==> src/rtl/k_vector_loader_pkg.sv <==
// ============================================================================
// k_vector_loader_pkg : shared K-vector row type and loader FSM encoding
// Rev 1.0
// ============================================================================
`default_nettype none

`ifndef HEAD_DIM
`define HEAD_DIM 64
`endif

`ifndef MAX_SEQ_LENGTH
`define MAX_SEQ_LENGTH 4
`endif

package k_vector_loader_pkg;

  localparam int KV_HEAD_DIM = `HEAD_DIM;
  localparam int KV_MAX_ROWS = `MAX_SEQ_LENGTH;

  // Element 0 occupies bits [7:0]; the FIFO and backend PEs use the same layout.
  typedef logic [KV_HEAD_DIM-1:0][7:0] k_vector_t;

  typedef enum logic [1:0] {
    IDLE  = 2'd0,
    FILL  = 2'd1,
    WRITE = 2'd2,
    DONE  = 2'd3
  } loader_state_t;

endpackage

`default_nettype wire

==> src/rtl/k_vector_loader.sv <==
// ============================================================================
// k_vector_loader : packs memory beats into K-vector rows and feeds the K FIFO
// Rev 1.0
// ============================================================================
`default_nettype none

module k_vector_loader
  import k_vector_loader_pkg::*;
#(
  parameter int HEAD_DIM   = `HEAD_DIM,
  parameter int BEAT_BYTES = 8,
  parameter int NUM_ROWS   = `MAX_SEQ_LENGTH
) (
  input  logic                        clk,
  input  logic                        rst,
  input  logic                        start,
  input  logic [$clog2(NUM_ROWS):0]   num_rows,
  input  logic                        mem_valid,
  input  logic [8*BEAT_BYTES-1:0]     mem_data,
  output logic                        mem_ready,
  input  logic                        sram_ready,
  output logic                        write_enable,
  output logic [8*HEAD_DIM-1:0]       write_data,
  output logic                        busy,
  output logic                        done
);

  localparam int BEATS  = HEAD_DIM / BEAT_BYTES;
  localparam int BEAT_W = 8 * BEAT_BYTES;
  localparam int BCW    = (BEATS > 1) ? $clog2(BEATS) : 1;
  localparam int RCW    = $clog2(NUM_ROWS) + 1;

  localparam logic [BCW-1:0] LAST_BEAT = BCW'(BEATS - 1);
  localparam logic [BCW-1:0] ONE_BEAT  = BCW'(1);
  localparam logic [RCW-1:0] MAX_ROWS  = RCW'(NUM_ROWS);
  localparam logic [RCW-1:0] ONE_ROW   = RCW'(1);

  loader_state_t         state;
  loader_state_t         next_state;
  logic [BCW-1:0]        beat_cnt;
  logic [RCW-1:0]        row_cnt;
  logic [RCW-1:0]        rows_tgt;
  logic [8*HEAD_DIM-1:0] row_reg;

  always_ff @(posedge clk) begin
    if (rst) begin
      state <= IDLE;
    end else begin
      state <= next_state;
    end
  end

  always_comb begin
    next_state   = state;
    mem_ready    = 1'b0;
    write_enable = 1'b0;
    busy         = 1'b1;
    done         = 1'b0;
    case (state)
      IDLE: begin
        busy = 1'b0;
        if (start) begin
          next_state = (num_rows == '0) ? DONE : FILL;
        end
      end
      FILL: begin
        mem_ready = 1'b1;
        if (mem_valid && (beat_cnt == LAST_BEAT)) begin
          next_state = WRITE;
        end
      end
      WRITE: begin
        write_enable = 1'b1;
        if (sram_ready) begin
          next_state = (row_cnt == (rows_tgt - ONE_ROW)) ? DONE : FILL;
        end
      end
      DONE: begin
        done       = 1'b1;
        next_state = IDLE;
      end
      default: next_state = IDLE;
    endcase
  end

  // row_reg only changes on accepted beats in FILL, so it is frozen while WRITE stalls.
  always_ff @(posedge clk) begin
    if (rst) begin
      beat_cnt <= '0;
      row_cnt  <= '0;
      rows_tgt <= '0;
      row_reg  <= '0;
    end else begin
      case (state)
        IDLE: begin
          if (start) begin
            rows_tgt <= (num_rows > MAX_ROWS) ? MAX_ROWS : num_rows;
            beat_cnt <= '0;
            row_cnt  <= '0;
          end
        end
        FILL: begin
          if (mem_valid) begin
            for (int k = 0; k < BEATS; k++) begin
              if (beat_cnt == BCW'(k)) begin
                row_reg[k*BEAT_W +: BEAT_W] <= mem_data;
              end
            end
            beat_cnt <= (beat_cnt == LAST_BEAT) ? '0 : beat_cnt + ONE_BEAT;
          end
        end
        WRITE: begin
          if (sram_ready) begin
            row_cnt <= row_cnt + ONE_ROW;
          end
        end
        default: ;
      endcase
    end
  end

  assign write_data = row_reg;

endmodule

`default_nettype wire

==> config.mk <==
export PLATFORM = sky130hd
export DESIGN_NAME = k_vector_loader
export DESIGN_NICKNAME = d
export VERILOG_FILES = /design/src/rtl/k_vector_loader_pkg.sv /design/src/rtl/k_vector_loader.sv
export SDC_FILE = /design/constraint.sdc
export NUM_CORES = 1
export LEC_CHECK = 0
export CORE_AREA = 4 4 229 231
export DETAILED_ROUTE_END_ITERATION = 8
export DIE_AREA = 0 0 233 235
export DONT_BUFFER_PORTS = 1
export PLACE_DENSITY = 0.63
export SLEW_MARGIN = 20
export SYNTH_ARGS = -nofsm -noshare
export SYNTH_HDL_FRONTEND = slang
export SYNTH_SLANG_ARGS = --single-unit
==> constraint.sdc <==
create_clock -name clk -period 2.21 [get_ports clk]
set_clock_uncertainty 0.05 [all_clocks]
set_input_delay 0.5525 -clock clk [delete_from_list [all_inputs] [get_ports clk]]
set_output_delay 0.5525 -clock clk [all_outputs]
set_load 0.01 [all_outputs]
# Yosys cells after proc, flatten, opt, wreduce, memory -nomap -nowiden
# Cells that the tools add are included.
dict set report word_totals {
  regBits 523
  latchBits 0
  ram_bits 0
  mem_bits_ro 0
  output_inout_bits 516
  memories 0
}
dict set report op_classes {
  add_sub_neg 3
  n_mul 0
  div 0
  order_cmp 1
  eq_ne 15
  n_shift 0
  mux 17
  n_bitwise 0
  n_reduce_logical 18
}
# cell n
set ops {}
lappend ops {{AND reduction 3 bit} 11}
lappend ops {{2-to-1 mux 3 bit} 5}
lappend ops {{== test 3 bit, second input constant} 4}
lappend ops {{case mux 3 bit (2 select lines)} 2}
lappend ops {{2-to-1 mux 2 bit} 5}
lappend ops {{!= test 2 bit, second input constant} 4}
lappend ops {{case mux 2 bit (4 select lines)} 1}
lappend ops {{adder 3 x 1 -> 3 bit, second input constant} 2}
lappend ops {{== test 3 x 2 -> 1 bit, second input constant} 2}
lappend ops {{logical NOT 3 bit} 2}
lappend ops {{== test 2 bit, second input constant} 2}
lappend ops {{2-to-1 mux 1 bit} 4}
lappend ops {{nonzero test 2 bit} 2}
lappend ops {{== test 3 x 1 -> 1 bit, second input constant} 1}
lappend ops {{== test 3 bit} 1}
lappend ops {{> comparator 3 bit, second input constant} 1}
lappend ops {{subtractor 3 x 1 -> 3 bit, second input constant} 1}
lappend ops {{== test 2 x 1 -> 1 bit, second input constant} 1}
lappend ops {{logical NOT 2 bit} 1}
lappend ops {{AND reduction 2 bit} 1}
lappend ops {{logical AND 1 bit} 1}

# Longest topological paths before layout
# Gate-level depths: netlist of the first run.
dict set report depth {
  word_depth 5
  mapped_depth 8
  ltp_nobuf 5
}

# Worst setup path after synthesis of the first run
# OpenSTA, ideal clock, no wires.
dict set report synth_timing {
  path_type {input to register}
  from {input rst}
  to {register beat_cnt[1]}
  setup_ns 0.132
  arrival_time_ns 1.407
  required_ns 2.028
  slack_ns 0.621
  path_stages 4
  n_path_buf 3
  cell_sequence {clkbuf_1 clkbuf_1 clkbuf_1 a21oi_1}
}
# item line_no
set synth_lines {}
lappend synth_lines {{from (decl)} k_vector_loader.sv:15} ;# input logic rst,
lappend synth_lines {{to (signal assigned)} k_vector_loader.sv:109} ;# beat_cnt <= (beat_cnt == LAST_BEAT) ? '0 : beat_cnt + ONE_BEAT;
lappend synth_lines {{to (decl)} k_vector_loader.sv:40} ;# logic [BCW-1:0] beat_cnt;
# No word-level cell between the ends.

# Worst setup path in the final report of the first run
dict set report layout_timing {
  from {register state[1]}
  to {output write_enable}
}
dict set report layout_between {
  elab_chain_cells 2
}
# item line_no
set layout_lines {}
lappend layout_lines {{from (decl)} k_vector_loader.sv:38} ;# loader_state_t state;
lappend layout_lines {{from (signal assigned)} k_vector_loader.sv:49} ;# state <= next_state;
lappend layout_lines {{== test 2 bit} k_vector_loader.sv:59} ;# case (state)
lappend layout_lines {{2-to-1 mux 1 bit} k_vector_loader.sv:59}
lappend layout_lines {{to (decl)} k_vector_loader.sv:22} ;# output logic write_enable,
# Every way passes these cells.

==> results of run 1 <==
==> timing repair <==
item | CTS | global route
hold buffers | 3 | 0
gates resized for setup | 2 | 1
endpoints found under the hold margin | 11 | 0
setup endpoints to repair | 4 | 2
buffers inserted | 0 | 0
==> state kept, by name, summed over array words and instances, names as in the netlist <==
| signal | cells |
|---|---|
| state | 2 |
| rows_tgt | 3 |
| beat_cnt | 3 |
| write_data | 512 |
| row_cnt | 3 |
==> cells in the final DEF, fill, tap and decap left out, types with 6 or more instances in the layout <==
cell / count
sky130_fd_sc_hd__o21ai_0: 381
sky130_fd_sc_hd__nand3_1: 385
sky130_fd_sc_hd__inv_1: 8
sky130_fd_sc_hd__nand2_1: 257
sky130_fd_sc_hd__clkbuf_16: 55
sky130_fd_sc_hd__a21oi_1: 520
sky130_fd_sc_hd__clkinv_2: 7
sky130_fd_sc_hd__o21ai_1: 8
sky130_fd_sc_hd__dfxtp_1: 521
sky130_fd_sc_hd__buf_12: 27
sky130_fd_sc_hd__ha_1: 8
sky130_fd_sc_hd__buf_4: 12
sky130_fd_sc_hd__nand3b_1: 6
sky130_fd_sc_hd__clkbuf_1: 11
sky130_fd_sc_hd__clkbuf_8: 13
==> worst max path at each step <==
stage	startpoint	slack [ns]	endpoint
2_1_floorplan	rst	0.62	beat_cnt[1]
3_3_place_gp	beat_cnt[2]	0.37	write_data[51]
3_5_place_dp	beat_cnt[2]	0.30	write_data[167]
4_1_cts	state[0]	0.03	busy
5_1_grt	state[1]	0.01	write_enable
6_report	state[1]	0.10	write_enable
==> final cells by class <==
cell class | count | area [um2]
Clock buffer | 79 | 1600
Clock inverter | 13 | 131
Fill cell | 4977 | 28400
Inverter | 8 | 30.0
Multi-Input combinational cell | 1606 | 7950
Sequential cell | 523 | 10500
Tap cell | 672 | 841
Timing Repair Buffer | 42 | 661
==> power by group through the flow <==
stage	Combinational (mW)	Clock, mW	Sequential (mW)
final	0.792	8.93	9.63
after global routing	0.852	9.46	9.63
after CTS	0.782	9.05	9.62
after detailed placement	0.768	0	9.83
after global placement	0.756	0	9.83
after floorplan	0.816	0	9.78
==> critical path: stages (launching register included) <==
cell                      delay (ns)
sky130_fd_sc_hd__dfxtp_2        0.58
sky130_fd_sc_hd__nor2b_1        0.20
sky130_fd_sc_hd__buf_4          0.16
==> per-stage QoR <==
step	util	power [mW]
6_report	0.433	19.3
5_1_grt	0.433	19.9
4_1_cts	0.433	19.5
3_5_place_dp	0.398	10.6
3_3_place_gp	0.398	10.6
2_1_floorplan	-	10.6
==> metal layers <==
layer	global-route usage	vias to the layer above
li1	-	8033
met1	0.288	8578
met5	0	-
met4	0.0900	0
met2	0.382	991
met3	0.0888	162
==> logic make-up after synthesis <==
logic type | share of synthesized area
fa+ha+maj | 0.00506
simple gates | 0.159
flops | 0.529
buf+inv | 0.0712
mux | 0.00209
xor+xnor | 0.00202
compound gates | 0.232
==> results.txt, run 1 <==
After synthesis the cells add up to 19800 um2. Across the run, the number of max-cap violations was 0. The number of cells on the worst reg-to-reg path is 4. The setup check on the worst reg-to-reg path leaves a slack of 0.21 ns.

The worst hold path belongs to the class in -> reg. The total overflow left after global routing is 0. The detailed router used layers up to and including met4. Number of nets in the layout: 2315. The tools report the number of clock sinks seen by CTS as 523.

In the detailed route, the total length drawn on met3 is 8.67 mm. The endpoint of the worst hold-timing path is write_data[9]. For the worst setup path, the data required time is 1.61 ns.

The post-synthesis register bit count is 523, and the residual DRC count is 0. Counting every instance in the synthesized netlist gives 2460. Input and output buffers added on the ports amount to 0. The flow ran to the end, and the final reports show no timing, DRC or antenna violations. The repair_antennas step left the layout with diodes totalling 0. The cell area after layout is 21700 um2, and the synthesis-to-finish area growth is 9.54%.

The CTS buffer count was 54; the largest driver fanout on the critical path was 24. The run gives 0 as the residual antenna-violating net count after detailed routing. After detailed routing, the number of vias per cell comes to 6.04. The worst setup path is captured at an output port.

Area fraction of the dominant cell type after synthesis: 0.529. Global-route wire length before repair: 105 mm. The finished layout holds 2943 standard cells, fillers aside.

588 I/O pins were placed. The tools report the met2 routed wirelength as 33.4 mm. The detailed router finished its first iteration with 1957 violations. Summed over all cells, the static leakage comes to 6.64 nW. Once placement completed, the tool counted placed cells totaling 2848.

The routed design has 70.0 mm of wire. The initial core utilization was 0.395. For the sequential power share, the log shows 0.498. The routed via count was 17.8k; the clock transition at the register clock pins on the worst setup and hold paths after CTS was 0.06 ns.

The worst relative slew slack is 0.370. The number of slew-limit violations in the final report came out at 0. The first detailed-routing pass took 6 iterations. In the final routed layout, each cell accounts on average for 23.8 um. The detailed placement HPWL was 44.0 mm; the fraction of synthesis flops using an asynchronous set or reset pin was 0. The fraction of power spent switching nets was 0.229; the worst hold slack was 0.0407 ns. After synthesis, the netlist uses 37 different library cells. The tools report the signal arrival time at the worst endpoint as 1.50 ns. The most common cell in the synthesized netlist is sky130_fd_sc_hd__dfxtp_1. The die is 235 um tall. The worst hold path begins at rst. At the end of routability-driven placement, the weighted congestion stood at 0.811.

For the number of global-route vias before repair, the log shows 16.3k. The part of the Yosys area used for sequential elements was 0.529; the switching power was 4.44 mW. In this run the power density over the cells is 892 nW/um2.

Core area: 50100 um2. The tools report the post-route met1 wirelength as 25.3 mm. The critical path is of the reg -> out type.

The portion of the clock cycle consumed by the worst path in the final layout was 0.953. Averaged over all synthesized cells, the footprint is 8.05 um2. The dominant synthesized flop cell was sky130_fd_sc_hd__dfxtp_1.

The net count after synthesis is 2540. By area the synthesized netlist is led by sky130_fd_sc_hd__dfxtp_1 53%, sky130_fd_sc_hd__a21oi_1 13%, sky130_fd_sc_hd__nand3_1 9.7%. The floorplan step set the die width to 233 um. The ratio of cells with drive above 1 in the final layout was 0.0594. The count of flip-flops with a built-in enable after synthesis is 0. For the peak clock frequency supported by timing, the log shows 475 MHz. Setup slack on the critical path of the routed design comes to 0.103 ns. The tools report the reg-to-reg critical path startpoint as beat_cnt[2].

Endpoint of the worst-slack reg-to-reg timing path: write_data[99]. Setup repair after global routing left no endpoint under its margin. Final number of hold-violating endpoints: 0. Sorting the synthesized cells by how often they occur yields 523 x sky130_fd_sc_hd__dfxtp_1, 520 x sky130_fd_sc_hd__a21oi_1, 385 x sky130_fd_sc_hd__nand3_1.

The minimum period implied by the final worst setup slack is 2.11 ns, and the clock latency on the worst-skew pair is 0.57 ns. Logic gate share of total power: 0.041. Setup violations remaining at the end of the flow were counted as 0. CTS placed an instance of sky130_fd_sc_hd__clkbuf_16 at the clock tree root. For the largest buffer count on any clock path, the log shows 3. In this run the core area contains 82 standard-cell rows. The cell taking the most area after synthesis is sky130_fd_sc_hd__dfxtp_1.

The overall track demand over capacity in global routing was 0.237; the overall die area was 54800 um2. TritonCTS built the clock tree. Cell internal power was estimated by the tool at 14.9 mW.

The placed instances occupy a cell area of 19900 um2. The placement-stage worst setup slack is 0.301 ns, and the slew of the pin with the lowest slew margin is 0.945 ns. The tools report the power share of the clock group as 0.461. The worst-case IR drop observed on VDD is 0.000567 V.

During synthesis, Yosys emitted a total of 0 warnings. The number of H-tree levels came out at 2. STA classifies the critical path startpoint as a flip-flop. For the final routed database, the setup TNS stands at 0 ns. The depth of the worst hold-timing path came out at 1. The initial antenna violation count was 0; the largest net degree at the start of global routing was 504.
Note: power is estimated with default switching activity, not from simulation.
==> run 2: changes to the inputs <==
--- a/config.mk
+++ b/config.mk
@@ -9,8 +9,7 @@
 export DETAILED_ROUTE_END_ITERATION = 8
 export DIE_AREA = 0 0 233 235
 export DONT_BUFFER_PORTS = 1
-export PLACE_DENSITY = 0.63
-export SLEW_MARGIN = 20
+export PLACE_DENSITY_LB_ADDON = 0.12
 export SYNTH_ARGS = -nofsm -noshare
 export SYNTH_HDL_FRONTEND = slang
 export SYNTH_SLANG_ARGS = --single-unit
==> run 2 against run 1 <==
Net effect: the run now ends with slew limit left; count of clock-buffer cells in the layout rose by 11; final cell count is 3.3% higher; highest routed layer unchanged; sequential power barely moved; hold slack got worse by 0.0070 ns; maximum frequency is 3.8% lower; sequential share of layout area down 2.4 points; core utilization is 2.2 points higher; register-to-register slack worse by 0.19 ns; die area did not move; final area up 5.2%; routed wire length increased by 16%.
==> results.txt, run 2 (synthesized netlist as in run 1, its figures left out) <==
The first detailed-routing pass took 6 iterations. Dividing the detail-routed wire length by the instance count gives 26.6 um. Final estimated routing congestion in global placement: 0.810.

Detailed placement ended at an HPWL of 47.1 mm. The number of clock sinks seen by CTS is 523. The largest driver fanout on the critical path is 6. Fill cells in the final layout number 4941. At the later pin of the worst-skew pair, clock insertion delay measures 0.60 ns.

The residual antenna-violating net count after detailed routing is 0. The number of antenna diodes in the final layout is 0. The tools report the element type at the critical path start as a flip-flop.

The tools report the library cell used as clock root buffer as sky130_fd_sc_hd__clkbuf_16. Counting I/O delays and the setup requirement, the final critical path takes 2.19 ns. The overall track demand over capacity in global routing came out at 0.260.

Timing analysis after detailed placement gives a worst setup slack of 0.165 ns. In this run the tool buffered the top-level ports with 0 buffer cells. Among all stages on the critical path, the largest delay is contributed by sky130_fd_sc_hd__dlygate4sd3_1.

The portion of the clock cycle consumed by the worst path in the final layout works out to 0.991. The final reports fail on slew limit. Data on the critical path arrives at its endpoint at 2.62 ns. The CTS buffer count was 55. The clock passes through at most 3 buffers. The number of global-route vias before repair came out at 16.3k. The largest incremental delay on the critical path is 0.66 ns. The core region is 50100 um2. Final number of hold-violating endpoints: 0.

Number of flip-flops in the largest register: 512. The largest net degree at the start of global routing was 389; the leakage power summed over all cells was 7.28 nW. The total power density per cell area came out at 873 nW/um2. At the worst endpoint, the required time is 2.64 ns. The worst min-delay path class was in -> reg.

Using the TritonRoute via totals, the vias-per-cell ratio works out to 5.99. For the pin with the worst max-slew slack, the measured transition is 1.81 ns. For the total of endpoints with negative setup slack in the final report, the log shows 0. The clock transition at the register clock pins on the worst setup and hold paths after CTS came out at 0.06 ns. The first global-routing pass estimated 112 mm of wire. Hold repair after CTS inserted 50 buffers.

For the number of H-tree levels, the log shows 2. After detailed routing, the number of remaining DRC violations is 0. In this run, the number of DRC markers left after iteration 0 of detailed routing was 1870. The width of the die is 233 um.

From bottom edge to top edge, the die measures 235 um. TritonCTS built the clock tree. The worst setup path is of the reg -> reg kind.

The area growth from synthesis to layout is 15.2%. The logs give 0.395 for the initial core utilization and 0.000558 V for the worst voltage drop across the vdd grid. The tools report the number of slew-limit violations in the final report as 159.

The worst relative slew slack was -0.206; the smallest setup slack after layout was 0.0202 ns. The run finished, with violations left. The endpoint type of the worst setup path was a flip-flop.

The wire length after detailed routing is 81.0 mm. Traced cell by cell, the critical path runs through inv_1, ha_1, nand3b_1, buf_12, buf_4, o21ai_0, a21oi_1, dlygate4sd3_1. Max-cap violations in this run came to 0. In the layout the commonest cells are 520 x sky130_fd_sc_hd__a21oi_1, 520 x sky130_fd_sc_hd__dfxtp_1, 385 x sky130_fd_sc_hd__nand3_1, 376 x sky130_fd_sc_hd__o21ai_0, 257 x sky130_fd_sc_hd__nand2_1.

The ratio of cells with drive above 1 in the final layout came out at 0.0760. For this run, the top clock speed supported by timing is 457 MHz. Overall die area: 54800 um2. The routed layout has 18.2k vias.

Once layout is done, the placed cells without fillers occupy 22800 um2. Once placement finished, the instance area stood at 20000 um2. For this run, the post-layout net count is 2406. The tools report the boundary pin count as 588. For this run the aggregate overflow at the end of global routing stands at 0.

The logs give 82 for the row count and 0 for the initial antenna violation count.
-- run 2: cell types whose count changed in the layout (fill, tap and decap cells not counted), sizes merged --
| cell | delta |
|---|---|
| dlygate4sd3 | +45 |
| buf | +36 |
| clkbuf | +20 |
| clkinv | -3 |
| inv | -3 |
| clkinvlp | +1 |
-- run 2: timing repair --
item                                   CTS  global route
resized for setup                        4            16
setup endpoints to repair                4            38
gates cloned                             0            13
buffers inserted                         0            19
pin swaps                                0             5
endpoints found under the hold margin  141             3
-- run 2: power breakdown --
| group | total, mW | internal [mW] | leakage (nW) | switching, mW |
|---|---|---|---|---|
| clock | 9.21 | 5.41 | 0.870 | 3.80 |
| combinational | 1.07 | 0.320 | 2.20 | 0.747 |
| sequential | 9.63 | 9.50 | 4.22 | 0.125 |
| total | 19.9 | 15.2 | 7.28 | 4.67 |
-- run 2: path summary, 6_finish.rpt --
path / start / end / slack, ns / cells after the start
min reg2reg: write_data[230] / write_data[230] / 0.45 / 2
max reg2reg: beat_cnt[0] / write_data[395] / 0.02 / 8
min: mem_data[14] / write_data[462] / 0.03 / 2
max: beat_cnt[0] / write_data[395] / 0.02 / 8
-- run 2: routing by layer --
metal | up-vias | part of all wire | track usage
li1 | 8237 | - | -
met1 | 8957 | 0.38 | 0.324
met2 | 886 | 0.47 | 0.411
met3 | 135 | 0.11 | 0.104
met4 | 0 | 0.033 | 0.0835
met5 | - | 0 | 0
-- run 2: metrics by stage --
| stage | utilization | TNS, ns | total power [mW] | instances | hold slack, ns |
|---|---|---|---|---|---|
| floorplan | - | 0 | 10.6 | 2460 | 0.396 |
| global placement | 0.400 | 0 | 10.7 | 2859 | 0.408 |
| detailed placement | 0.400 | 0 | 10.7 | 2859 | 0.420 |
| CTS | 0.447 | 0 | 19.9 | 3007 | 0.000186 |
| global route | 0.456 | -0.0189 | 20.5 | 3039 | -0.00871 |
| finish | 0.456 | 0 | 19.9 | 3039 | 0.0337 |
-- run 2: layout make-up --
class | count | area, um2 | area share
Sequential cell | 523 | 10500 | 0.459
Multi-Input combinational cell | 1606 | 7950 | 0.349
Timing Repair Buffer | 132 | 1720 | 0.0755
Clock buffer | 90 | 1690 | 0.0741
Tap cell | 672 | 841 | 0.0369
Clock inverter | 8 | 95.1 | 0.00417
Inverter | 8 | 30.0 | 0.00132
-- run 2: critical path: cells and delay by family, from the launching register on --
family | cells | cell delay [ns]
simple gates | 1 | 0.15
fa+ha+maj | 1 | 0.18
buf+inv | 4 | 1.10
flops | 1 | 0.33
compound gates | 2 | 0.25
